<file path="src/rtl/cdb_arbiter.sv">
// cdb_arbiter: shares the registered common data bus among NUM_FU result
// producers. Each FU owns a one-entry holding buffer filled via valid/ready;
// one buffered result per cycle is granted and broadcast as {on, tag, data}.
// Optional build macro CDB_FIXED_PRIO_EN: fixed priority (lowest index wins)
// instead of round-robin; the rotating pointer is then removed.
module cdb_arbiter #(
    parameter int NUM_FU = 4,
    parameter int TAG_W  = 8,
    parameter int DATA_W = 32,
    parameter int CDB_W  = 1 + TAG_W + DATA_W
) (
    input  logic                     clk,
    input  logic                     rst_n,
    input  logic                     flush,
    input  logic [NUM_FU-1:0]        req_valid,
    output logic [NUM_FU-1:0]        req_ready,
    input  logic [NUM_FU*TAG_W-1:0]  req_tag,
    input  logic [NUM_FU*DATA_W-1:0] req_data,
    output logic [CDB_W-1:0]         cdb,
    output logic [2:0]               cdb_src,
    output logic                     busy,
    output logic                     tag_err
);

    logic [NUM_FU-1:0] buf_valid_q, buf_valid_d;
    logic [TAG_W-1:0]  buf_tag_q  [NUM_FU];
    logic [DATA_W-1:0] buf_data_q [NUM_FU];

    logic [NUM_FU-1:0] grant;
    logic [NUM_FU-1:0] accept;
    logic [NUM_FU-1:0] tag_zero;
    logic              grant_any;
    logic [2:0]        grant_idx;
    logic [TAG_W-1:0]  win_tag;
    logic [DATA_W-1:0] win_data;

    logic [CDB_W-1:0]  cdb_q;
    logic [2:0]        cdb_src_q;
    logic              tag_err_q;

`ifndef CDB_FIXED_PRIO_EN
    logic [2:0]        rr_ptr_q, rr_ptr_d;
`endif

    // Tag 0 means "value ready" and must never be produced by an FU.
    for (genvar gi = 0; gi < NUM_FU; gi++) begin : g_tag_chk
        assign tag_zero[gi] = req_valid[gi] && (req_tag[gi*TAG_W +: TAG_W] == '0);
    end

    // Pick the winning buffer and mux out its payload.
    always_comb begin
        grant     = '0;
        grant_any = 1'b0;
        grant_idx = '0;
        win_tag   = '0;
        win_data  = '0;
`ifdef CDB_FIXED_PRIO_EN
        for (int k = 0; k < NUM_FU; k++) begin
            if (!grant_any && buf_valid_q[k]) begin
                grant_any = 1'b1;
                grant[k]  = 1'b1;
                grant_idx = 3'(k);
                win_tag   = buf_tag_q[k];
                win_data  = buf_data_q[k];
            end
        end
`else
        // Scan starting at rr_ptr, wrapping at NUM_FU.
        for (int k = 0; k < NUM_FU; k++) begin
            int idx;
            idx = int'(rr_ptr_q) + k;
            if (idx >= NUM_FU) idx = idx - NUM_FU;
            if (!grant_any && buf_valid_q[idx]) begin
                grant_any   = 1'b1;
                grant[idx]  = 1'b1;
                grant_idx   = 3'(idx);
                win_tag     = buf_tag_q[idx];
                win_data    = buf_data_q[idx];
            end
        end
`endif
    end

`ifndef CDB_FIXED_PRIO_EN
    assign rr_ptr_d = (grant_idx == 3'(NUM_FU - 1)) ? 3'd0 : grant_idx + 3'd1;
`endif

    // A buffer being drained this cycle may be refilled at the same edge.
    assign req_ready   = {NUM_FU{!flush}} & (~buf_valid_q | grant);
    assign accept      = req_valid & req_ready;
    assign buf_valid_d = accept | (buf_valid_q & ~grant);

    // Occupancy, CDB broadcast, rotation pointer and sticky tag error.
    always_ff @(posedge clk or negedge rst_n) begin
        if (!rst_n) begin
            buf_valid_q <= '0;
            cdb_q       <= '0;
            cdb_src_q   <= '0;
            tag_err_q   <= 1'b0;
`ifndef CDB_FIXED_PRIO_EN
            rr_ptr_q    <= '0;
`endif
        end else begin
            if (|tag_zero) tag_err_q <= 1'b1;
            if (flush) begin
                buf_valid_q <= '0;
                cdb_q       <= '0;
`ifndef CDB_FIXED_PRIO_EN
                rr_ptr_q    <= '0;
`endif
            end else begin
                buf_valid_q <= buf_valid_d;
                if (grant_any) begin
                    cdb_q     <= {1'b1, win_tag, win_data};
                    cdb_src_q <= grant_idx;
`ifndef CDB_FIXED_PRIO_EN
                    rr_ptr_q  <= rr_ptr_d;
`endif
                end else begin
                    cdb_q <= '0;
                end
            end
        end
    end

    // Payload capture; only accepted entries load (accept is 0 during flush).
    always_ff @(posedge clk or negedge rst_n) begin
        if (!rst_n) begin
            for (int i = 0; i < NUM_FU; i++) begin
                buf_tag_q[i]  <= '0;
                buf_data_q[i] <= '0;
            end
        end else begin
            for (int i = 0; i < NUM_FU; i++) begin
                if (accept[i]) begin
                    buf_tag_q[i]  <= req_tag[i*TAG_W +: TAG_W];
                    buf_data_q[i] <= req_data[i*DATA_W +: DATA_W];
                end
            end
        end
    end

    assign cdb     = cdb_q;
    assign cdb_src = cdb_src_q;
    assign busy    = |buf_valid_q;
    assign tag_err = tag_err_q;

endmodule

</file>
<file path="config.mk">
export PLATFORM = sky130hd
export DESIGN_NAME = cdb_arbiter
export DESIGN_NICKNAME = d
export VERILOG_FILES = /design/src/rtl/cdb_arbiter.sv
export SDC_FILE = /design/constraint.sdc
export NUM_CORES = 1
export LEC_CHECK = 0
export BUFFER_PORTS_ARGS = -buffer_cell sky130_fd_sc_hd__clkbuf_2
export CAP_MARGIN = 25
export CORE_AREA = 2 2 184 132
export CTS_CLUSTER_SIZE = 8
export DETAILED_ROUTE_END_ITERATION = 7
export DIE_AREA = 0 0 186 134
export MAX_ROUTING_LAYER = met4
export PLACE_DENSITY = 0.81
export SYNTH_ARGS = -nofsm -noshare
export SYNTH_HDL_FRONTEND = slang
export SYNTH_SLANG_ARGS = --single-unit
</file>
<file path="constraint.sdc">
create_clock -name clk -period 4.85 [get_ports clk]
set_input_delay 1.455 -clock clk [delete_from_list [all_inputs] [get_ports clk]]
set_output_delay 1.455 -clock clk [all_outputs]
set_load 0.01 [all_outputs]
</file>
==> results.json <==
{
  "tns_ps": 0,
  "syn_inst": 952,
  "yosys.cell_count.top_type": "dfrtp_1",
  "slew_violations": 0,
  "synth_fa_ha_area_share_pct": 0.8529,
  "cts_tree": "yes",
  "worst_slack_ps": 175.4,
  "min_period_over_period_pct": 96.38,
  "avgSynthCellArea_um2": 13.87,
  "io_pins": 217,
  "finalClockSkew_ps": 13.16,
  "run_status": "completed",
  "cts_sinks": 212,
  "dp_hpwl_um": 23220,
  "wirelength_um": 35360,
  "drc_errors": 0,
  "cts_made_buffers": 30,
  "async_reset_ff_share_pct": 100.0,
  "ant_nets": 0,
  "wl_per_cell_um": 24.26,
  "initial_core_util_pct": 56.84,
  "path_cells": "inv_1 -> ha_4 -> mux4_2 -> buf_4 -> buf_4 -> nand2_1 -> o211a_1 -> a31oi_1 -> clkbuf_2",
  "fp.dieArea_um2": 24920,
  "relSlewSlack_pct": 33.06,
  "p_per_area_nw_per_um2": 651.1,
  "synth.mux.area_fraction_pct": 42.53,
  "ys_warn_count": 0,
  "grt_pass1_vias": 9802,
  "path_max_fanout": 17,
  "finalSetupViolCount": 0,
  "endpoint_kind": "primary output",
  "synth_xor_area_share_pct": 0,
  "die_h_um": 134,
  "cts-root-buf": "clkbuf_16",
  "place.port_buffers": 216,
  "synth_area_leaders": "dfrtp_1, mux4_2, mux2_1",
  "yosys.area_share.simple_pct": 5.004,
  "hold_class": "flop to flop",
  "place_ws_ps": 710.3,
  "layout-drive-gt1-share_pct": 40.86,
  "max_slew.worst_pin.slew_ps": 1004,
  "finalNetCount": 1313,
  "rows": 47,
  "grt_max_degree": 127,
  "critPathSlowestCell": "dfrtp_4",
  "firstDrtPassIters": 7,
  "grt_pass1_wl_um": 55660,
  "layout_min_cycle_time_ps": 4675,
  "viasPerCell": 6.755,
  "yosysTopAreaCellShare_pct": 40.18,
  "yosysSeqAreaShare_pct": 40.18,
  "ir_worst_vdd_uv": 390.7,
  "synth.distinct_cells": 45,
  "ys_seq_elements": 212,
  "h-tree-depth": 1,
  "fp.coreArea_um2": 23230,
  "synth_top_cell_by_area": "dfrtp_1",
  "syn2layout_area_growth_pct": 17.10,
  "reg2reg_setup_slack_ps": 1290,
  "gp_congestion": 0.8544,
  "rsz0062_at_grt": "no",
  "antenna_found_initial": 2,
  "netlist_area_um2": 13200,
  "cpPeakStageDelay_ps": 500,
  "initialDrtViolationCount": 877,
  "nFillCells": 1646,
  "hold_viol": 0,
  "cap_viol_max_count": 0,
  "clock_latency_ps": 550,
  "cts.reportedPaths.clkPinSlew_ps": 60,
  "crit_type": "flop to primary output",
  "crit_top_cell": "buf_4",
  "ctsHoldBuffers": 0,
  "overflow": 0,
  "synth_compound_area_share_pct": 8.188,
  "die_w_um": 186,
  "clockBufferDepth": 3,
  "leakagePower_nw": 6.355,
  "max_freq_mhz": 213.9,
  "critPathRequiredTime_ps": 3390,
  "globalRouteTotalUtil_pct": 29.92,
  "synth_top_family_by_area": "multiplexers",
  "synth-edff-count": 0,
  "synth_top_flop_cell": "dfrtp_1",
  "cp-start-kind": "flop",
  "dr_total_vias": 9849,
  "worstPathArrival_ps": 3220,
  "syn_nets": 1128,
  "ys_top_cells_by_count": "dfrtp_1, mux4_2, mux2_1, nor2_1, clkbuf_1",
  "finalHoldWorstSlack_ps": 495.2
}
==> routing by layer <==
| metal | up-vias | track usage [%] | wire (µm) |
|---|---|---|---|
| li1 | 4119 | - | - |
| met1 | 5079 | 43.53 | 14910 |
| met2 | 587 | 43.85 | 16380 |
| met3 | 64 | 6.381 | 3306 |
| met4 | 0 | 6.868 | 764 |
| met5 | - | - | 0 |
==> state kept, by name, summed over array words and instances, names as in the netlist <==
name / count
cdb: 41
buf_tag_q: 32
buf_valid_q: 4
tag_err: 1
rr_ptr_q: 3
buf_data_q: 128
cdb_src: 3
==> per-stage QoR <==
step / power [W] / cells / instance area (µm²) / utilization [%]
after floorplan: 0.006802 / 952 / 13200 / -
after detailed placement: 0.008089 / 1422 / 14600 / 62.87
after CTS: 0.01005 / 1455 / 15410 / 66.36
final: 0.01007 / 1458 / 15460 / 66.56
after global routing: 0.01066 / 1458 / 15460 / 66.56
after global placement: 0.007912 / 1422 / 14600 / 62.87
==> cell type report <==
| class | instances | area (µm²) | area share (%) |
|---|---|---|---|
| antenna | 2 | 5.005 | 0.03237 |
| inverter | 8 | 30.03 | 0.1942 |
| multi-input combinational | 638 | 7522 | 48.66 |
| clock inverter | 1 | 30.03 | 0.1942 |
| sequential | 212 | 5313 | 34.36 |
| tap | 318 | 397.9 | 2.574 |
| timing repair buffer | 247 | 1383 | 8.943 |
| clock buffer | 32 | 779.5 | 5.042 |
==> final timing paths <==
check                                 start              to  depth (start not counted)
worst min-delay path             cdb_src[2]      cdb_src[2]                          2
min in group asynchronous             rst_n          cdb[5]                          1
worst max register to register  rr_ptr_q[1]  buf_data_q[23]                         10
max in group asynchronous             rst_n   buf_tag_q[25]                          2
worst min register to register   cdb_src[2]      cdb_src[2]                          2
worst max-delay path            rr_ptr_q[1]    req_ready[3]                          9
==> power by group <==
group | internal (W) | switching (W) | leakage, nW | total, W
clock | 0.00116 | 0.000735 | 0.397 | 0.00190
sequential | 0.00241 | 0.000690 | 2.57 | 0.00310
combinational | 0.00275 | 0.00232 | 3.39 | 0.00507
total | 0.00632 | 0.00375 | 6.36 | 0.0101
==> critical path: cells and delay by family (launching register included) <==
kind,cells,cell delay [ps]
muxes,1,410
DFF,1,500
AOI/OAI and AO/OA,2,450
and+or+nand+nor,1,80
buffers and inverters,4,950
adders and majority gates,1,280
==> repair_timing <==
action                     in CTS  in global routing
gates resized for setup         0                  4
hold endpoints to repair        0                  0
setup endpoints to repair       0                  2
setup buffers                   0                  0
==> logic make-up after synthesis <==
logic type,Yosys count
DFF,212
buffers and inverters,102
AOI/OAI and AO/OA,149
and+or+nand+nor,145
adders and majority gates,9
muxes,335
==> cells in the final DEF (no fill, tap or decap), types with 3 or more instances in the layout <==
master,instances
a21oi_1,45
o21ba_2,3
clkbuf_2,215
nand3_1,3
o21ai_0,4
nand2_1,10
nor4_1,8
and3_1,6
and2_1,4
dfrtp_1,210
buf_4,25
mux2i_1,3
mux2_2,8
inv_1,7
a22oi_1,41
ha_1,8
o31a_1,41
nor2_1,96
nand4_1,3
mux4_2,163
clkbuf_16,31
mux2_1,160
nor2b_1,4
(Power assumes the default switching activity.)
